$ cat src/rtl/ym_slot_sequencer.sv
// Slot sequencer and algorithm-routing decoder for the FM operator pipeline.
// A two-phase (c1 latch / c2 commit) slot counter walks NUM_CH*NUM_OP slots.
// Per-slot channel, group, bank, timing strobes and algorithm routing controls
// are derived from it, all registered.
module ym_slot_sequencer #(
    parameter int NUM_CH      = 6,
    parameter int CH_PER_GRP  = 3,
    parameter int NUM_OP      = 4,
    parameter int FRAME_CNT_W = 8,
    parameter int TICK_SLOT   = 2,
    localparam int NUM_SLOTS  = NUM_CH * NUM_OP,
    localparam int SW         = (NUM_SLOTS > 1) ? $clog2(NUM_SLOTS) : 1,
    localparam int CW         = (NUM_CH > 1) ? $clog2(NUM_CH) : 1,
    localparam int LW         = (CH_PER_GRP > 1) ? $clog2(CH_PER_GRP) : 1
) (
    input  logic                   MCLK,
    input  logic                   reset,
    input  logic                   c1,
    input  logic                   c2,
    input  logic                   sync,
    input  logic                   freeze,
    input  logic                   step,
    input  logic [2:0]             connect,
    output logic [SW-1:0]          slot,
    output logic [CW-1:0]          ch_idx,
    output logic [1:0]             grp_idx,
    output logic [LW-1:0]          bank_idx,
    output logic                   frame_start,
    output logic                   frame_end,
    output logic                   timer_tick,
    output logic                   fb_sel,
    output logic                   alg_op2,
    output logic                   alg_cur1,
    output logic                   alg_cur2,
    output logic                   alg_op1_0,
    output logic                   alg_out,
    output logic [FRAME_CNT_W-1:0] frame_cnt
);

    localparam int NUM_H = NUM_SLOTS / CH_PER_GRP;
    localparam int HW    = (NUM_H > 1) ? $clog2(NUM_H) : 1;

    localparam logic [SW-1:0] S_LAST = SW'(NUM_SLOTS - 1);
    localparam logic [SW-1:0] S_TICK = SW'(TICK_SLOT);
    localparam logic [HW-1:0] H_LAST = HW'(NUM_H - 1);
    localparam logic [LW-1:0] L_LAST = LW'(CH_PER_GRP - 1);
    localparam logic [CW-1:0] C_LAST = CW'(NUM_CH - 1);

    if (NUM_CH % CH_PER_GRP != 0) begin : g_bad_ch
        $fatal(1, "ym_slot_sequencer: NUM_CH must be a multiple of CH_PER_GRP");
    end
    if (NUM_OP != 4) begin : g_bad_op
        $fatal(1, "ym_slot_sequencer: NUM_OP must be 4");
    end
    if (CH_PER_GRP < 1 || CH_PER_GRP > 4) begin : g_bad_grp
        $fatal(1, "ym_slot_sequencer: CH_PER_GRP must be 1..4");
    end

    // Slot position kept in every derived form so no divider/multiplier is needed.
    typedef struct packed {
        logic [SW-1:0] s;    // slot index S
        logic [HW-1:0] h;    // high counter H
        logic [LW-1:0] l;    // low counter L (bank)
        logic [CW-1:0] ch;   // S mod NUM_CH
        logic [1:0]    g;    // S / NUM_CH
    } pos_t;

    typedef struct packed {
        logic op2;
        logic cur1;
        logic cur2;
        logic op1_0;
        logic out;
    } alg_t;

    pos_t cur_pos;
    pos_t lat_pos;
    logic lat_wrap;     // latched next position is a frame wrap
    logic g2_lat;       // group-2 flag of the slot sampled at c1
    logic tick_seen;    // S was TICK_SLOT at the previous c1
    alg_t alg_q;

    // One-slot advance of every counter form; the frame wraps when L and H both wrap.
    function automatic pos_t advance(input pos_t p);
        pos_t n;
        n = p;
        if (p.l == L_LAST) begin
            n.l = '0;
            n.h = (p.h == H_LAST) ? '0 : p.h + 1'b1;
        end else begin
            n.l = p.l + 1'b1;
        end
        if (p.l == L_LAST && p.h == H_LAST) begin
            n.s  = '0;
            n.ch = '0;
            n.g  = '0;
        end else begin
            n.s = p.s + 1'b1;
            if (p.ch == C_LAST) begin
                n.ch = '0;
                n.g  = p.g + 1'b1;
            end else begin
                n.ch = p.ch + 1'b1;
            end
        end
        return n;
    endfunction

    function automatic logic is_last(input pos_t p);
        return (p.l == L_LAST) && (p.h == H_LAST);
    endfunction

    // Algorithm routing for operator group g under algorithm a.
    function automatic alg_t decode(input logic [1:0] g, input logic [2:0] a);
        alg_t r;
        logic g0, g1, g2, g3;
        g0 = (g == 2'd0);
        g1 = (g == 2'd1);
        g2 = (g == 2'd2);
        g3 = (g == 2'd3);
        r.op2   = (g0 && a <= 3'd2) || (g2 && a == 3'd3);
        r.cur1  = (g1 && (a == 3'd0 || (a >= 3'd3 && a <= 3'd6))) ||
                  (g2 && (a == 3'd0 || a == 3'd1 || a == 3'd3 || a == 3'd4));
        r.cur2  = g2 && a == 3'd2;
        r.op1_0 = (g0 && (a == 3'd1 || a == 3'd5)) ||
                  (g2 && (a == 3'd2 || a == 3'd5)) || g3;
        r.out   = g0 || (g1 && a == 3'd7) || (g2 && a >= 3'd5) || (g3 && a >= 3'd4);
        return r;
    endfunction

    // Two-phase sequencing: c1 latches next position and strobes, c2 commits them.
    always_ff @(posedge MCLK or posedge reset) begin
        if (reset) begin
            cur_pos    <= '0;
            lat_pos    <= '0;
            lat_wrap   <= 1'b0;
            g2_lat     <= 1'b0;
            tick_seen  <= 1'b0;
            timer_tick <= 1'b0;
            fb_sel     <= 1'b1;
            alg_q      <= '0;
            frame_cnt  <= '0;
        end else begin
            timer_tick <= 1'b0;
            // NOTE: the c2 commit is written before the c1 latch so that, if both
            // phases ever coincide, the later non-blocking write of lat_wrap from
            // c1 wins while c2 still commits the previously latched values.
            if (c2) begin
                cur_pos  <= lat_pos;
                alg_q    <= decode(lat_pos.g, connect);
                fb_sel   <= ~g2_lat;
                lat_wrap <= 1'b0;
                if (lat_wrap) begin
                    frame_cnt <= frame_cnt + 1'b1;
                end
            end
            if (c1) begin
                tick_seen  <= (cur_pos.s == S_TICK);
                timer_tick <= (cur_pos.s == S_TICK) && !tick_seen;
                g2_lat     <= (cur_pos.g == 2'd2);
                if (sync) begin
                    lat_pos  <= '0;
                    lat_wrap <= 1'b0;
                end else if (freeze && !step) begin
                    lat_pos  <= cur_pos;
                    lat_wrap <= 1'b0;
                end else begin
                    lat_pos  <= advance(cur_pos);
                    lat_wrap <= is_last(cur_pos);
                end
            end
        end
    end

    assign slot        = cur_pos.s;
    assign ch_idx      = cur_pos.ch;
    assign grp_idx     = cur_pos.g;
    assign bank_idx    = cur_pos.l;
    assign frame_start = (cur_pos.s == '0);
    assign frame_end   = (cur_pos.s == S_LAST);
    assign alg_op2     = alg_q.op2;
    assign alg_cur1    = alg_q.cur1;
    assign alg_cur2    = alg_q.cur2;
    assign alg_op1_0   = alg_q.op1_0;
    assign alg_out     = alg_q.out;

endmodule

$ cat config.mk
export PLATFORM = sky130hd
export DESIGN_NAME = ym_slot_sequencer
export DESIGN_NICKNAME = d
export VERILOG_FILES = /design/src/rtl/ym_slot_sequencer.sv
export SDC_FILE = /design/constraint.sdc
export NUM_CORES = 1
export LEC_CHECK = 0
export CORE_MARGIN = 2
export CORE_UTILIZATION = 44
export CTS_BUF_LIST = sky130_fd_sc_hd__clkbuf_4 sky130_fd_sc_hd__clkbuf_8
export CTS_CLUSTER_SIZE = 8
export DETAILED_ROUTE_END_ITERATION = 10
export PLACE_DENSITY = 0.68
export SLEW_MARGIN = 10
export SYNTH_ARGS = -nofsm -noshare
export SYNTH_HDL_FRONTEND = slang
export SYNTH_SLANG_ARGS = --single-unit
$ cat constraint.sdc
create_clock -name MCLK -period 3.2 [get_ports MCLK]
set_clock_uncertainty 0.2 [all_clocks]
set_input_delay 0.64 -clock MCLK [delete_from_list [all_inputs] [get_ports MCLK]]
set_output_delay 0.64 -clock MCLK [all_outputs]
set_load 0.02 [all_outputs]
# Word level (Yosys, flattened, before mapping)
# Cells that the tools add are included.
dict set report totals {
  elab_cells 96
  output_inout_bits 29
  regBits 48
}
dict set report op_classes {
  n_eq_ne 15
  order_cmp 5
  bitwise 1
  muxes 14
  add_sub_neg 6
  reduce_logical 34
}
# cell n
set ops {}
lappend ops {{two-way mux 15 bit} 2}
lappend ops {{equality test 3 bit, second input constant} 5}
lappend ops {{logical AND 1 bit} 14}
lappend ops {{logical OR 1 bit} 13}
lappend ops {{two-way mux 5 bit} 2}
lappend ops {{two-way mux 3 bit} 3}
lappend ops {{adder 8 x 1 -> 8 bit, second input constant} 1}
lappend ops {{equality test 2 bit, second input constant} 4}
lappend ops {{adder 3 x 1 -> 3 bit, second input constant} 2}
lappend ops {{equality test 3 x 2 -> 1 bit, second input constant} 2}
lappend ops {{>= comparator 3 bit, second input constant} 2}
lappend ops {{adder 5 x 1 -> 5 bit, second input constant} 1}
lappend ops {{equality test 5 x 2 -> 1 bit, second input constant} 1}
lappend ops {{equality test 5 bit, second input constant} 1}
lappend ops {{zero test 5 bit} 1}
lappend ops {{two-way mux 1 bit} 5}
lappend ops {{adder 2 x 1 -> 2 bit, second input constant} 2}
lappend ops {{two-way mux 2 bit} 2}
lappend ops {{equality test 3 x 1 -> 1 bit, second input constant} 1}
lappend ops {{>= comparator 3 x 2 -> 1 bit, second input constant} 1}
lappend ops {{less-or-equal comparator 3 x 2 -> 1 bit, second input constant} 1}
lappend ops {{less-or-equal comparator 3 bit, second input constant} 1}
lappend ops {{zero test 3 bit} 1}
lappend ops {{equality test 2 x 1 -> 1 bit, second input constant} 1}
lappend ops {{other kinds (5)} 6}

# Longest topological paths before layout
# Gate-level depths: netlist (run 1).
dict set report logic_depth {
  depth_word 6
  ltp_mapped 6
  mapped_depth_nobuf 5
}

# Least setup slack after synthesis (run 1)
# OpenSTA, ideal clock, no wires.
dict set report synth_timing {
  kind {register -> output}
  start {register cur_pos (netlist bit slot[2])}
  end {output frame_start}
  required_time_ps 2360
  path_stages_with_launch 3
  n_path_buf 0
  slack_ps 1445
  arrival_time_ps 915
  cell_sequence {dfrtp_1 nor3_1 and2_1}
}
dict set report synth_via {
  elab_chain_cells 1
}
# item line_no
set synth_lines {}
lappend synth_lines {{from (decl)} 76} ;# pos_t cur_pos;
lappend synth_lines {{from (signal assigned)} 149} ;# cur_pos <= lat_pos;
lappend synth_lines {{zero test 5 bit} 179} ;# assign frame_start = (cur_pos.s == '0);
lappend synth_lines {{to (decl)} 28} ;# output logic frame_start,
# No other way between the ends.

# Final worst setup path (run 1)
# Same ends and word-level chain as after synthesis.

==> results of run 1 <==
==> power breakdown <==
part / internal, uW / leakage [uW] / switching (uW) / total, uW
clock network: 157 / 0.0000445 / 192 / 349
logic: 111 / 0.000579 / 121 / 233
registers: 643 / 0.000646 / 33.5 / 676
total: 912 / 0.00127 / 347 / 1260
==> area by class of cell <==
class,instances,share of cell area
flip-flops and latches,48,0.414
multi-input cells,134,0.348
repair buffers,41,0.147
inverters,25,0.0323
well taps,72,0.0310
clock buffers,6,0.0263
clock inverters,1,0.00172
==> per-layer routing <==
metal / vias up / part of all wire
met2: 30 / 0.45
met3: 5 / 0.034
met1: 784 / 0.51
met4: 0 / 0.0072
met5: - / 0
li1: 813 / -
==> flip-flops by register name (all words and copies together) (netlist names), 2 cells and up <==
name	cells
frame_cnt	8
lat_pos	15
bank_idx	2
cur_pos	3
grp_idx	2
slot	5
ch_idx	3
==> cell families (layout without fill, tap and decap cells) <==
family / after synthesis / in the layout / share of synthesized area
AOI/OAI and AO/OA: 37 / 37 / 0.111
DFF: 48 / 48 / 0.489
buffers and inverters: 48 / 73 / 0.100
xor gates and xnor gates: 14 / 14 / 0.0498
muxes: 21 / 21 / 0.0921
and+or+nand+nor: 55 / 55 / 0.123
adders and majority gates: 7 / 7 / 0.0356
==> metrics by stage <==
stage | area, sq um | hold WS [ps]
3_5_place_dp | 2830 | 202
4_1_cts | 2910 | 213
6_report | 2910 | 208
3_3_place_gp | 2830 | 201
2_1_floorplan | 2460 | 183
5_1_grt | 2910 | 256
==> worst max-delay path by stage <==
stage / from / to / cells after the start
floorplan: reset / alg_cur1$_DFFE_PP0P_ / 1
finish: slot[2]$_DFFE_PP0P_ / frame_start / 3
CTS: slot[2]$_DFFE_PP0P_ / frame_start / 3
detailed placement: slot[2]$_DFFE_PP0P_ / frame_start / 3
global route: slot[2]$_DFFE_PP0P_ / frame_start / 3
global placement: c1 / lat_pos[6]$_DFFE_PP0P_ / 3
==> layout by cell type, fill, tap and decap left out, drive strengths merged, types with 3 or more instances in the layout <==
master,instances
a21oi,6
buf,3
clkbuf,6
clkdlybuf4s50,38
dfrtp,47
ha,7
inv,25
mux2,13
mux2i,8
nand2,15
nand3,5
nand4,6
nor2,11
nor2b,3
nor3,4
o21ai,12
o22ai,14
xnor2,10
xor2,4
==> impl_metrics.tcl, run 1 <==
set metrics [dict create \
    status "finished, final reports clean" \
    clk_pin_slew_ps 90 \
    p_per_area_mw_per_mm2 433 \
    grt_pass1_vias 1601 \
    final_cells 327 \
    grt_start_max_net_pins 49 \
    holdPathStages 1 \
    place_hpwl_um 2970 \
    timing.rr.end "lat_pos[0]$_DFFE_PP0P_" \
    holdCritPathClass "register to register" \
    netlist_area_sq_mm 0.00246 \
    synth_enable_flop_cells 0 \
    rsz0062_at_grt "false" \
    cts_setup_buffers 0 \
    die_x_um 78.8 \
    path_class "register to primary output" \
    htreeDepth 2 \
    synthTopCellsByArea "dfrtp_1, mux2_2, inv_1" \
    synth-seq-cells 48 \
    drive_above_1_share 0.137 \
    routed_wl_um 4280 \
    p_total_uw 1260 \
    die_area_sq_mm 0.00620 \
    slowest_stage "clkdlybuf4s50_1" \
    nFillCells 475 \
    yosysSeqAreaShare 0.489 \
    rows 27 \
    ctsHoldBuffers 0 \
    die_h_um 78.8 \
    async_reset_ff_frac 1.00 \
    slew_headroom 0.547 \
    multiInputGateArea_sq_mm 0.00101 \
    critPathRequiredTime_ps 2360 \
    drt_iter0_drc 109 \
    max_cap_viol_count 0 \
    pre_cts_slack_ps 816 \
    post-route-period-util 0.842 \
    remaining_drc_errors 0 \
    finalWorstSetupSlack_ps 507 \
    antenna_found_initial 0 \
    fmax_mhz 371 \
    path_buf_inv 1 \
    grt_first_pass_wirelength_um 7250 \
    hold_violations 0 \
    synth.most_common_cell "dfrtp_1" \
    start_util 0.452 \
    num_io_pins 39 \
    worstRegToRegCells 5 \
    dp_cells 320 \
    n_antenna_cell 0 \
    drt_pre_antenna_iters 4 \
    ctsResizeCount 0 \
    yosysUniqueCellTypes 39 \
    wl_per_cell_um 13.1 \
    setup_viol_count_final 0 \
    grt_util_met1 0.206 \
    cts_root_buffer "clkbuf_8" \
    yosys.area.top_type "dfrtp_1" \
    p_leak_uw 0.00127 \
    critical_path.endpoint_type "primary output" \
    grtUsageMet2 0.227 \
    slowest_delay_ps 600 \
    cp_data_arrival_time_ps 1850 \
    numPortBuffers 38 \
    cts_tree "yes" \
    grt_use_met3 0.0318 \
    finalNetCount 272 \
    worst_pin_slew_ps 677 \
    syn2layout_area_growth_pct 18.2 \
    core_area_sq_mm 0.00544 \
    cp-start-kind "register" \
    grt_use_total 0.147 \
    final.min_clock_period_ps 2690 \
    dr_total_vias 1632 \
    synthTopCellsByCount "dfrtp_1, inv_1, nand2_1" \
    synth_fp_nets 247 \
    top_usage_layer "met2" \
    min_to "fb_sel$_DFFE_PP1P_" \
    reg2reg_slack_ps 1440 \
    clockBufferDepth 2 \
    max-vdd-ir-drop_v 0.000262 \
    cp_max_fo 7 \
    crit_family "buffers and inverters" \
    yosys_warnings 0 \
    synth_top_area_share 0.478 \
    synth_cells 230 \
    syn_avg_cell_area_sq_um 10.7 \
    cts_buffers 5 \
    path_cells "nor3_1 > and2_1 > clkdlybuf4s50_1" \
    setup_tns_ps 0 \
    regArea_sq_mm 0.00120 \
    vias_per_cell 4.99 \
    r2r_start "cur_pos[7]$_DFFE_PP0P_" \
    slew_viol_final 0 \
    min_from "g2_lat$_DFFE_PP0P_" \
    fin_util 0.534 \
    finalWeightedCongestion 0.788 \
    clock_latency_ps 290 \
    ant_nets 0 \
    synth_flop_cell "dfrtp_1" \
    overflow 0 \
    clock_sinks 48 \
]
Power figures use the tool's default switching activity.
==> run 2: changes to the inputs <==
Clock period 3.2 ns to 2.55 ns, I/O delays scaled along.
==> run 2 against run 1 <==
Against the previous run: worst setup slack got worse by 420 ps; via count rose by 1.0%; die area did not move; combinational power rose by 26%; global-route usage rose by 1.7 points; total power rose by 32%; sequential share of layout area fell by 0.35 points; design area rose by 0.86%; hold slack improved by 8.6 ps; largest cell class unchanged; non-clock buffer count rose by 2; sequential power rose by 26%.
==> impl_metrics.tcl, run 2 (synthesis gave the netlist of run 1 again) <==
set metrics [dict create \
    overflow 0 \
    die_x_um 78.8 \
    p_comb_frac 0.177 \
    remaining_drc_errors 0 \
    largest_reg_flops 15 \
    grt_first_pass_wirelength_um 8070 \
    wl_per_cell_um 13.7 \
    wl_met3_um 196 \
    vias_per_cell 5.03 \
    ant_nets 0 \
    core_area_sq_mm 0.00544 \
    final.min_clock_period_ps 2460 \
    final_cell_mix "dfrtp_1, clkdlybuf4s50_1, inv_1, nand2_1, mux2_2" \
    nFillCells 486 \
    worst_pin_slew_ps 409 \
    setup_tns_ps 0 \
    clkPwrFrac 0.312 \
    max-vdd-ir-drop_v 0.000309 \
    status "finished, final reports clean" \
    numPortBuffers 38 \
    wl_met1_um 2190 \
    clockBufferDepth 2 \
    rows 27 \
    power_switching_uw 433 \
    cts_tree "yes" \
    switching_share 0.261 \
    fmax_mhz 407 \
    cp_data_arrival_time_ps 1750 \
    slowest_stage "clkdlybuf4s50_1" \
    cp_max_fo 7 \
    place_hpwl_um 3170 \
    finalNetCount 274 \
    top_layer_used "met4" \
    grt_start_max_net_pins 32 \
    worstRegToRegCells 5 \
    grt_pass1_vias 1748 \
    clock_sinks 48 \
    start_util 0.452 \
    num_io_pins 39 \
    drt_pre_antenna_iters 4 \
    dr_wl_met2_um 2080 \
    path_class "register to primary output" \
    drt_iter0_drc 55 \
    slew_viol_final 0 \
    r2r_start "cur_pos[7]$_DFFE_PP0P_" \
    finalWeightedCongestion 0.789 \
    p_total_uw 1660 \
    post-route-period-util 0.964 \
    clock_latency_ps 300 \
    dr_total_vias 1649 \
    critPathRequiredTime_ps 1840 \
    p_leak_uw 0.00128 \
    n_antenna_cell 0 \
    drive_above_1_share 0.145 \
    htreeDepth 2 \
    cts_root_buffer "clkbuf_8" \
    cp-start-kind "register" \
    slowest_delay_ps 590 \
    holdPathStages 1 \
    max_cap_viol_count 0 \
    die_area_sq_mm 0.00620 \
    die_h_um 78.8 \
    path_cells "nor3_2 > and2_1 > clkdlybuf4s50_1" \
    p_int_uw 1230 \
    regMostFlops "lat_pos" \
    finalWorstSetupSlack_ps 91.3 \
    p_per_area_mw_per_mm2 566 \
    final_common_cell "dfrtp_1" \
    slew_headroom 0.727 \
    critical_path.endpoint_type "primary output" \
    pwr-share-seq 0.511 \
    reg2reg_slack_ps 820 \
    cts_setup_buffers 0 \
    cts_buffers 5 \
    holdCritPathClass "register to register" \
    grt_use_total 0.164 \
    hold_violations 0 \
    routed_wl_um 4510 \
    rsz0062_at_grt "false" \
    min_to "fb_sel$_DFFE_PP1P_" \
    timing.rr.end "lat_pos[1]$_DFFE_PP0P_" \
    pre_cts_slack_ps 325 \
    clk_pin_slew_ps 80 \
    syn2layout_area_growth_pct 19.2 \
    setup_viol_count_final 0 \
    min_from "g2_lat$_DFFE_PP0P_" \
    antenna_found_initial 0 \
]
## run 2: changes by cell type in the layout (fill, tap and decap cells not counted)
cell / delta
nor3_1: -1
buf_12: -1
clkinv_2: -1
bufinv_16: +1
clkbuf_4: -1
nor3_2: +1
buf_4: +3
## run 2: power groups by stage
stage / Combinational (uW) / Sequential, uW / Clock [uW]
after floorplan: 206 / 862 / 0
after global placement: 293 / 861 / 0
after detailed placement: 296 / 863 / 0
after CTS: 298 / 849 / 535
after global routing: 325 / 857 / 568
final: 294 / 849 / 518
## run 2: per-stage QoR
step / hold WS, ps / std cells / util / cell area [sq um]
floorplan: 183 / 230 / - / 2460
global placement: 200 / 322 / 0.520 / 2830
detailed placement: 200 / 322 / 0.520 / 2830
CTS: 221 / 328 / 0.539 / 2930
global route: 251 / 328 / 0.539 / 2930
finish: 217 / 328 / 0.539 / 2930
## run 2: worst max-delay path, delay by kind of cell (launching register included)
family	cells	cell delay, ps
buffers and inverters	1	590
DFF	1	460
and+or+nand+nor	2	400
## run 2: per-layer routing
layer / vias to the layer above / GRT usage
li1: 816 / -
met1: 793 / 0.224
met2: 35 / 0.258
met3: 5 / 0.0455
met4: 0 / 0.0421
met5: - / 0
## run 2: worst max-delay path by stage
stage                     slack, ps  depth (start not counted)                start                   end
after floorplan                 700                          1                reset  alg_cur1$_DFFE_PP0P_
after global placement          320                          3  slot[2]$_DFFE_PP0P_           frame_start
after detailed placement        330                          3  slot[2]$_DFFE_PP0P_           frame_start
after CTS                        70                          3  slot[4]$_DFFE_PP0P_           frame_start
after global routing             20                          3  slot[1]$_DFFE_PP0P_             frame_end
final                            90                          3  slot[2]$_DFFE_PP0P_           frame_start
## run 2: final cells by class
| type | instances | area [sq um] | area share |
|---|---|---|---|
| flip-flops and latches | 48 | 1200 | 0.410 |
| multi-input cells | 134 | 1020 | 0.347 |
| repair buffers | 43 | 430 | 0.147 |
| inverters | 25 | 93.8 | 0.0320 |
| well taps | 72 | 90.1 | 0.0307 |
| clock buffers | 5 | 68.8 | 0.0235 |
| clock inverters | 1 | 30.0 | 0.0102 |
## run 2: repair_timing
| item | 4_1_cts | 5_1_grt |
|---|---|---|
| setup endpoints to repair | 1 | 0 |
| hold buffers | 0 | 0 |
| resized for setup | 1 | 0 |
